[src/rtl/fetch_stage_pkg.sv]
// Shared definitions for the instruction-fetch stage: FSM state encoding,
// reset/NOP constants and word-alignment helper.
package fetch_stage_pkg;

    typedef enum logic [1:0] {
        FS_REQ  = 2'd0,
        FS_WAIT = 2'd1,
        FS_HOLD = 2'd2
    } fetch_state_e;

    localparam logic [31:0] NOP_WORD         = 32'h0000_0000;
    localparam logic [31:0] DEFAULT_RESET_PC = 32'h0040_0000;
    localparam logic [31:0] PC_STEP          = 32'h0000_0004;

    // Clears the byte-offset bits so every fetch address is word aligned.
    function automatic logic [31:0] align_word(input logic [31:0] addr);
        return addr & 32'hFFFF_FFFC;
    endfunction

endpackage

[src/rtl/fetch_stage_pc_reg.sv]
// Program counter register: reset to RESET_PC, load a redirect target,
// or advance by one word (modulo 2^32).
module fetch_stage_pc_reg
    import fetch_stage_pkg::*;
#(
    parameter logic [31:0] RESET_PC = DEFAULT_RESET_PC
) (
    input  logic        clk,
    input  logic        rst,
    input  logic        load,
    input  logic        inc,
    input  logic [31:0] target,
    output logic [31:0] pc,
    output logic [31:0] pc_plus4
);

    logic [31:0] pc_q;
    logic [31:0] pc_d;

    assign pc_plus4 = pc_q + PC_STEP;
    assign pc       = pc_q;

    // Next-PC select: a redirect load always wins over sequential advance.
    always_comb begin
        pc_d = pc_q;
        if (load) begin
            pc_d = align_word(target);
        end else if (inc) begin
            pc_d = pc_plus4;
        end else begin
            pc_d = pc_q;
        end
    end

    // PC state register.
    always_ff @(posedge clk) begin
        if (rst) begin
            pc_q <= align_word(RESET_PC);
        end else begin
            pc_q <= pc_d;
        end
    end

endmodule

[src/rtl/fetch_stage.sv]
// Instruction-fetch stage: request/grant/response fetch FSM with a kill flag
// for squashing an in-flight fetch on redirect, and a registered IF/ID output.
module fetch_stage
    import fetch_stage_pkg::*;
#(
    parameter logic [31:0] RESET_PC = DEFAULT_RESET_PC
) (
    input  logic        clk,
    input  logic        rst,
    input  logic        redirect_valid,
    input  logic [31:0] redirect_pc,
    output logic        imem_req,
    output logic [31:0] imem_addr,
    input  logic        imem_gnt,
    input  logic        imem_rvalid,
    input  logic [31:0] imem_rdata,
    output logic        if_valid,
    output logic [31:0] if_instr,
    output logic [31:0] if_pc,
    output logic [31:0] if_pc4,
    input  logic        id_ready
);

    fetch_state_e state_q, state_d;
    logic         kill_q, kill_d;
    logic         if_valid_q, if_valid_d;
    logic [31:0]  if_instr_q, if_instr_d;
    logic [31:0]  if_pc_q, if_pc_d;
    logic [31:0]  if_pc4_q, if_pc4_d;

    logic         pc_load;
    logic         pc_inc;
    logic [31:0]  pc;
    logic [31:0]  pc_plus4;
    logic [31:0]  redirect_target;

    assign redirect_target = align_word(redirect_pc);

    fetch_stage_pc_reg #(
        .RESET_PC (RESET_PC)
    ) u_pc_reg (
        .clk      (clk),
        .rst      (rst),
        .load     (pc_load),
        .inc      (pc_inc),
        .target   (redirect_target),
        .pc       (pc),
        .pc_plus4 (pc_plus4)
    );

    // Fetch FSM next-state; redirect outranks grant, response and id_ready.
    always_comb begin
        state_d    = state_q;
        kill_d     = kill_q;
        if_valid_d = if_valid_q;
        if_instr_d = if_instr_q;
        if_pc_d    = if_pc_q;
        if_pc4_d   = if_pc4_q;
        pc_load    = 1'b0;
        pc_inc     = 1'b0;
        case (state_q)
            FS_REQ: begin
                if (redirect_valid) begin
                    pc_load = 1'b1;
                    if (imem_gnt) begin
                        // Old address was already accepted: its response must be dropped.
                        kill_d  = 1'b1;
                        state_d = FS_WAIT;
                    end else begin
                        state_d = FS_REQ;
                    end
                end else if (imem_gnt) begin
                    state_d = FS_WAIT;
                end else begin
                    state_d = FS_REQ;
                end
            end
            FS_WAIT: begin
                if (redirect_valid) begin
                    pc_load = 1'b1;
                    if (imem_rvalid) begin
                        kill_d  = 1'b0;
                        state_d = FS_REQ;
                    end else begin
                        kill_d  = 1'b1;
                        state_d = FS_WAIT;
                    end
                end else if (imem_rvalid) begin
                    if (kill_q) begin
                        kill_d  = 1'b0;
                        state_d = FS_REQ;
                    end else begin
                        if_valid_d = 1'b1;
                        if_instr_d = imem_rdata;
                        if_pc_d    = pc;
                        if_pc4_d   = pc_plus4;
                        pc_inc     = 1'b1;
                        state_d    = FS_HOLD;
                    end
                end else begin
                    state_d = FS_WAIT;
                end
            end
            FS_HOLD: begin
                if (redirect_valid) begin
                    // Held instruction is squashed even if id_ready is high now.
                    if_valid_d = 1'b0;
                    pc_load    = 1'b1;
                    state_d    = FS_REQ;
                end else if (id_ready) begin
                    if_valid_d = 1'b0;
                    state_d    = FS_REQ;
                end else begin
                    state_d = FS_HOLD;
                end
            end
            default: begin
                state_d    = FS_REQ;
                kill_d     = 1'b0;
                if_valid_d = 1'b0;
            end
        endcase
    end

    // FSM, kill flag and IF/ID output registers.
    always_ff @(posedge clk) begin
        if (rst) begin
            state_q    <= FS_REQ;
            kill_q     <= 1'b0;
            if_valid_q <= 1'b0;
            if_instr_q <= NOP_WORD;
            if_pc_q    <= 32'h0000_0000;
            if_pc4_q   <= 32'h0000_0000;
        end else begin
            state_q    <= state_d;
            kill_q     <= kill_d;
            if_valid_q <= if_valid_d;
            if_instr_q <= if_instr_d;
            if_pc_q    <= if_pc_d;
            if_pc4_q   <= if_pc4_d;
        end
    end

    assign imem_req  = (state_q == FS_REQ);
    assign imem_addr = pc;
    assign if_valid  = if_valid_q;
    assign if_instr  = if_instr_q;
    assign if_pc     = if_pc_q;
    assign if_pc4    = if_pc4_q;

endmodule

[config.mk]
export PLATFORM = sky130hd
export DESIGN_NAME = fetch_stage
export DESIGN_NICKNAME = d
export VERILOG_FILES = /design/src/rtl/fetch_stage_pkg.sv /design/src/rtl/fetch_stage_pc_reg.sv /design/src/rtl/fetch_stage.sv
export SDC_FILE = /design/constraint.sdc
export NUM_CORES = 1
export LEC_CHECK = 0
export ABC_AREA = 1
export CORE_MARGIN = 8
export CORE_UTILIZATION = 40
export CTS_CLUSTER_DIAMETER = 50
export CTS_CLUSTER_SIZE = 20
export DETAILED_ROUTE_END_ITERATION = 8
export HOLD_SLACK_MARGIN = 0.1
export PLACE_DENSITY = 0.85
export SLEW_MARGIN = 20
export SYNTH_ARGS = -nofsm -noshare
export SYNTH_HDL_FRONTEND = slang
export SYNTH_SLANG_ARGS = --single-unit
[constraint.sdc]
create_clock -name clk -period 1.89 [get_ports clk]
set_clock_uncertainty 0.05 [all_clocks]
set_input_delay 0.567 -clock clk [delete_from_list [all_inputs] [get_ports clk]]
set_output_delay 0.567 -clock clk [all_outputs]
set_load 0.01 [all_outputs]
==> run_results.csv, run 1 <==
group,metric,value,unit
run_status,outcome,"complete, but fails checks",
run_status,failed_checks,"setup timing",
clock_network,clk_pin_slew,0.05,ns
synthesis,syn_inst,759,
timing,worst_pin_slew,0.667,ns
route,top_layer_used,"met4",
pwr,leakage,3.65,nW
global_route,gr-total-overflow,0,
setup_path,critPathLaunchType,"flip-flop",
placement,dpl.hpwl,13300,µm
global_route,grt_usage,20.8,%
route,drt-vias-per-instance,4.98,
route,firstDrtPassIters,5,
die,die_w,131,µm
setup_path,timing.rr.start,"u_pc_reg.pc[3]",
final_layout,final_nets,1030,
timing,setup_viol,1,
die,fp.dieArea,17300,µm²
timing,min_period_over_period,100,%
setup_path,critical_path.max_stage_delay,0.40,ns
die,num_io_pins,200,
global_route,grt_pass1_vias,5646,
final_layout,layout_commonest_cell,"nand2_1",
route,wl_per_cell,15.6,µm
route,wl_met1,7330,µm
route,wl_met3,1700,µm
final_layout,drive_above_1_share,8.75,%
timing,timing.fmax,528,MHz
clock_network,postCtsHoldBufs,0,
timing,tns,-0.00226,ns
setup_path,cp_max_fo,4,
synthesis,synth-seq-cells,126,
clock_network,clockRootBuffer,"clkbuf_16",
setup_path,crit_start,"u_pc_reg.pc[3]",
synthesis,yosysWarnings,0,
synthesis,synth_fa_ha_area_share,0.235,%
clock_network,cts_made_buffers,17,
pwr,p_comb_share,10.4,%
clock_network,cts_tree,"built",
route,remaining_drc_errors,0,
setup_path,crit_path_end_kind,"flip-flop",
job,maxCapViolations,0,
clock_network,cts_setup_buffers,0,
synthesis,synth.area.top_cells,"dfxtp_1, nand2_1, o21ai_0, nor2_1, a21oi_1",
route,wl_met2,8440,µm
timing,fin_crit,1.89,ns
pwr,p_clk_share,49.5,%
global_route,grt_max_degree,62,
setup_path,crit_chain,"ha_1 -> nand3_1 -> nor2_1 -> nand3_1 -> o21ai_0 -> nand3_1 -> a21oi_1",
route,dr_total_vias,5721,
setup_path,worstSetupPathType,"flip-flop to flip-flop",
hold_path,hold_path.class,"flip-flop to flip-flop",
synthesis,synth.top_cell.area_share,47.3,%
pwr,p_int,0.00547,W
clock_network,cts_buffer_depth,2,
setup_path,crit_buf_inv,0,
synthesis,synth_cell_types,28,
clock_network,htree_levels,4,
global_route,grt_first_pass_wirelength,29100,µm
timing,rsz0062_at_grt,"true",
setup_path,cp.required,2.18,ns
clock_network,insertion_delay,0.41,ns
final_layout,syn_to_final_growth,51.9,%
timing,final-hold-violation-count,0,
pwr,power.switching,0.00162,W
die,rows,42,
final_layout,final_cell_mix,"nand2_1, dlygate4sd2_1, nor2_1",
final_layout,stdcell_count,1148,
pwr,swShare,22.9,%
pwr,pwr-share-seq,40.1,%
synthesis,synth_largest_area_cell,"dfxtp_1",
synthesis,syn_area_per_cell,7.03,µm²
timing,drv_slew,0,
timing,fin_ws,-0.00226,ns
global_route,antenna_found_initial,1,
setup_path,cp_top_family,"simple AND/OR/NAND/NOR gates",
die,core,13100,µm²
setup_path,arrival,2.18,ns
route,routed_wl,17900,µm
synthesis,netlist_area,5340,µm²
synthesis,synth_xor_area_share,1.15,%
final_layout,post-route-util,61.7,%
route,detail-route-antenna-nets,0,
placement,port_buffers,191,
synthesis,synth_top_family_by_area,"simple AND/OR/NAND/NOR gates",
pwr,power_density,875,nW/µm²
synthesis,synth-simple-area-share,24.6,%
clock_network,cts_sinks,126,
setup_path,cpMostUsedCell,"nand3_1",
route,initialDrtViolationCount,472,
timing,holdWs,0.410,ns
synthesis,ys_seq_area_share,47.3,%
synthesis,synthMuxAreaShare,0,%
die,dieHeight,131,µm
die,start_util,40.6,%
synthesis,synth-compound-area-share,18.1,%
setup_path,slowest_stage,"dfxtp_1",
placement,place_congestion,0.882,
pwr,ir_worst_vdd,586,µV
timing,maxSlewHeadroom,55.5,%
placement,dp_cells,1116,
hold_path,worst_hold_startpoint,"if_pc4[10]",
## layer usage
layer / global-route usage, % / up-vias
li1: - / 2826
met1: 23.6 / 2611
met2: 34.0 / 245
met3: 8.31 / 39
met4: 9.19 / 0
met5: 0 / -
## layout make-up
class,instances,area [µm²]
fill,1168,5040
sequential,126,2530
multi-input combinational,530,2380
timing repair buffer,221,2090
clock buffer,18,439
inverter,63,236
tap,176,220
clock inverter,13,195
antenna,1,2.50
## flip-flops by register name (all words and copies together) (netlist names)
| signal | count |
|---|---|
| kill_q | 1 |
| if_valid | 1 |
| if_instr | 32 |
| u_pc_reg.pc | 30 |
| if_pc | 30 |
| state_q | 2 |
| if_pc4 | 30 |
## synth_stat cells
cell,number
a21oi_1,81
buf_2,15
nand3_4,1
nand4_1,1
clkbuf_1,20
nor2_1,120
a31oi_1,6
nand2_1,174
xnor2_1,1
o21ai_0,91
nor2_2,6
nand2_2,2
inv_1,60
inv_2,3
nand3_1,23
a21o_1,1
o21ai_1,1
dfxtp_1,126
clkbuf_2,1
a211oi_1,3
conb_1,1
o2bb2ai_1,1
ha_1,1
nor2_4,1
o211ai_1,3
nand3b_1,1
xor2_1,6
buf_4,9
## timing repair
action / 4_1_cts / 5_1_grt
setup endpoints to repair: 124 / 12
pin swaps: 0 / 0
resized for setup: 132 / 4
## logic make-up (layout without fill, tap and decap cells)
family / after synthesis / count (layout)
simple gates: 329 / 329
compound gates: 187 / 187
flops: 126 / 126
buf+inv: 108 / 315
xor+xnor: 7 / 7
fa+ha+maj: 1 / 1
other cells: 1 / 7
## through the flow
stage	cell area [µm²]	worst slack, ns	total power, W
final	8100	-0.00226	0.00709
after global routing	8100	-0.0331	0.00736
after CTS	8090	0.0455	0.00715
after detailed placement	7600	-0.262	0.00369
after global placement	7600	-0.230	0.00368
after floorplan	5350	0.332	0.00323
## worst paths after layout
| path | cells after the start | slack, ns | to |
|---|---|---|---|
| worst min register to register | 2 | 0.41 | if_pc4[10] |
| worst min-delay path | 2 | 0.41 | if_pc4[10] |
| worst max-delay path | 7 | -0.002 | u_pc_reg.pc[24] |
| worst max register to register | 7 | -0.002 | u_pc_reg.pc[24] |
## worst min-delay path, stage by stage, from the launching register on
cell	delay [ns]
dfxtp_1	0.30
nand2_1	0.06
a21oi_1	0.05
## power by group through the flow
stage | clock (W) | sequential, W | combinational (W)
finish | 0.00351 | 0.00284 | 0.000737
global route | 0.00369 | 0.00285 | 0.000812
CTS | 0.00357 | 0.00284 | 0.000739
detailed placement | 0 | 0.00290 | 0.000796
global placement | 0 | 0.00289 | 0.000787
floorplan | 0 | 0.00293 | 0.000299
Power figures use the tool's default switching activity.
==> run 2: changes to the inputs <==
--- a/config.mk
+++ b/config.mk
@@ -8,7 +8,6 @@
 export ABC_AREA = 1
 export CORE_MARGIN = 8
 export CORE_UTILIZATION = 40
-export CTS_CLUSTER_DIAMETER = 50
 export CTS_CLUSTER_SIZE = 20
 export DETAILED_ROUTE_END_ITERATION = 8
 export HOLD_SLACK_MARGIN = 0.1
==> results of run 2 <==
The final DEF is identical to that of run 1; final timing and power are the same.
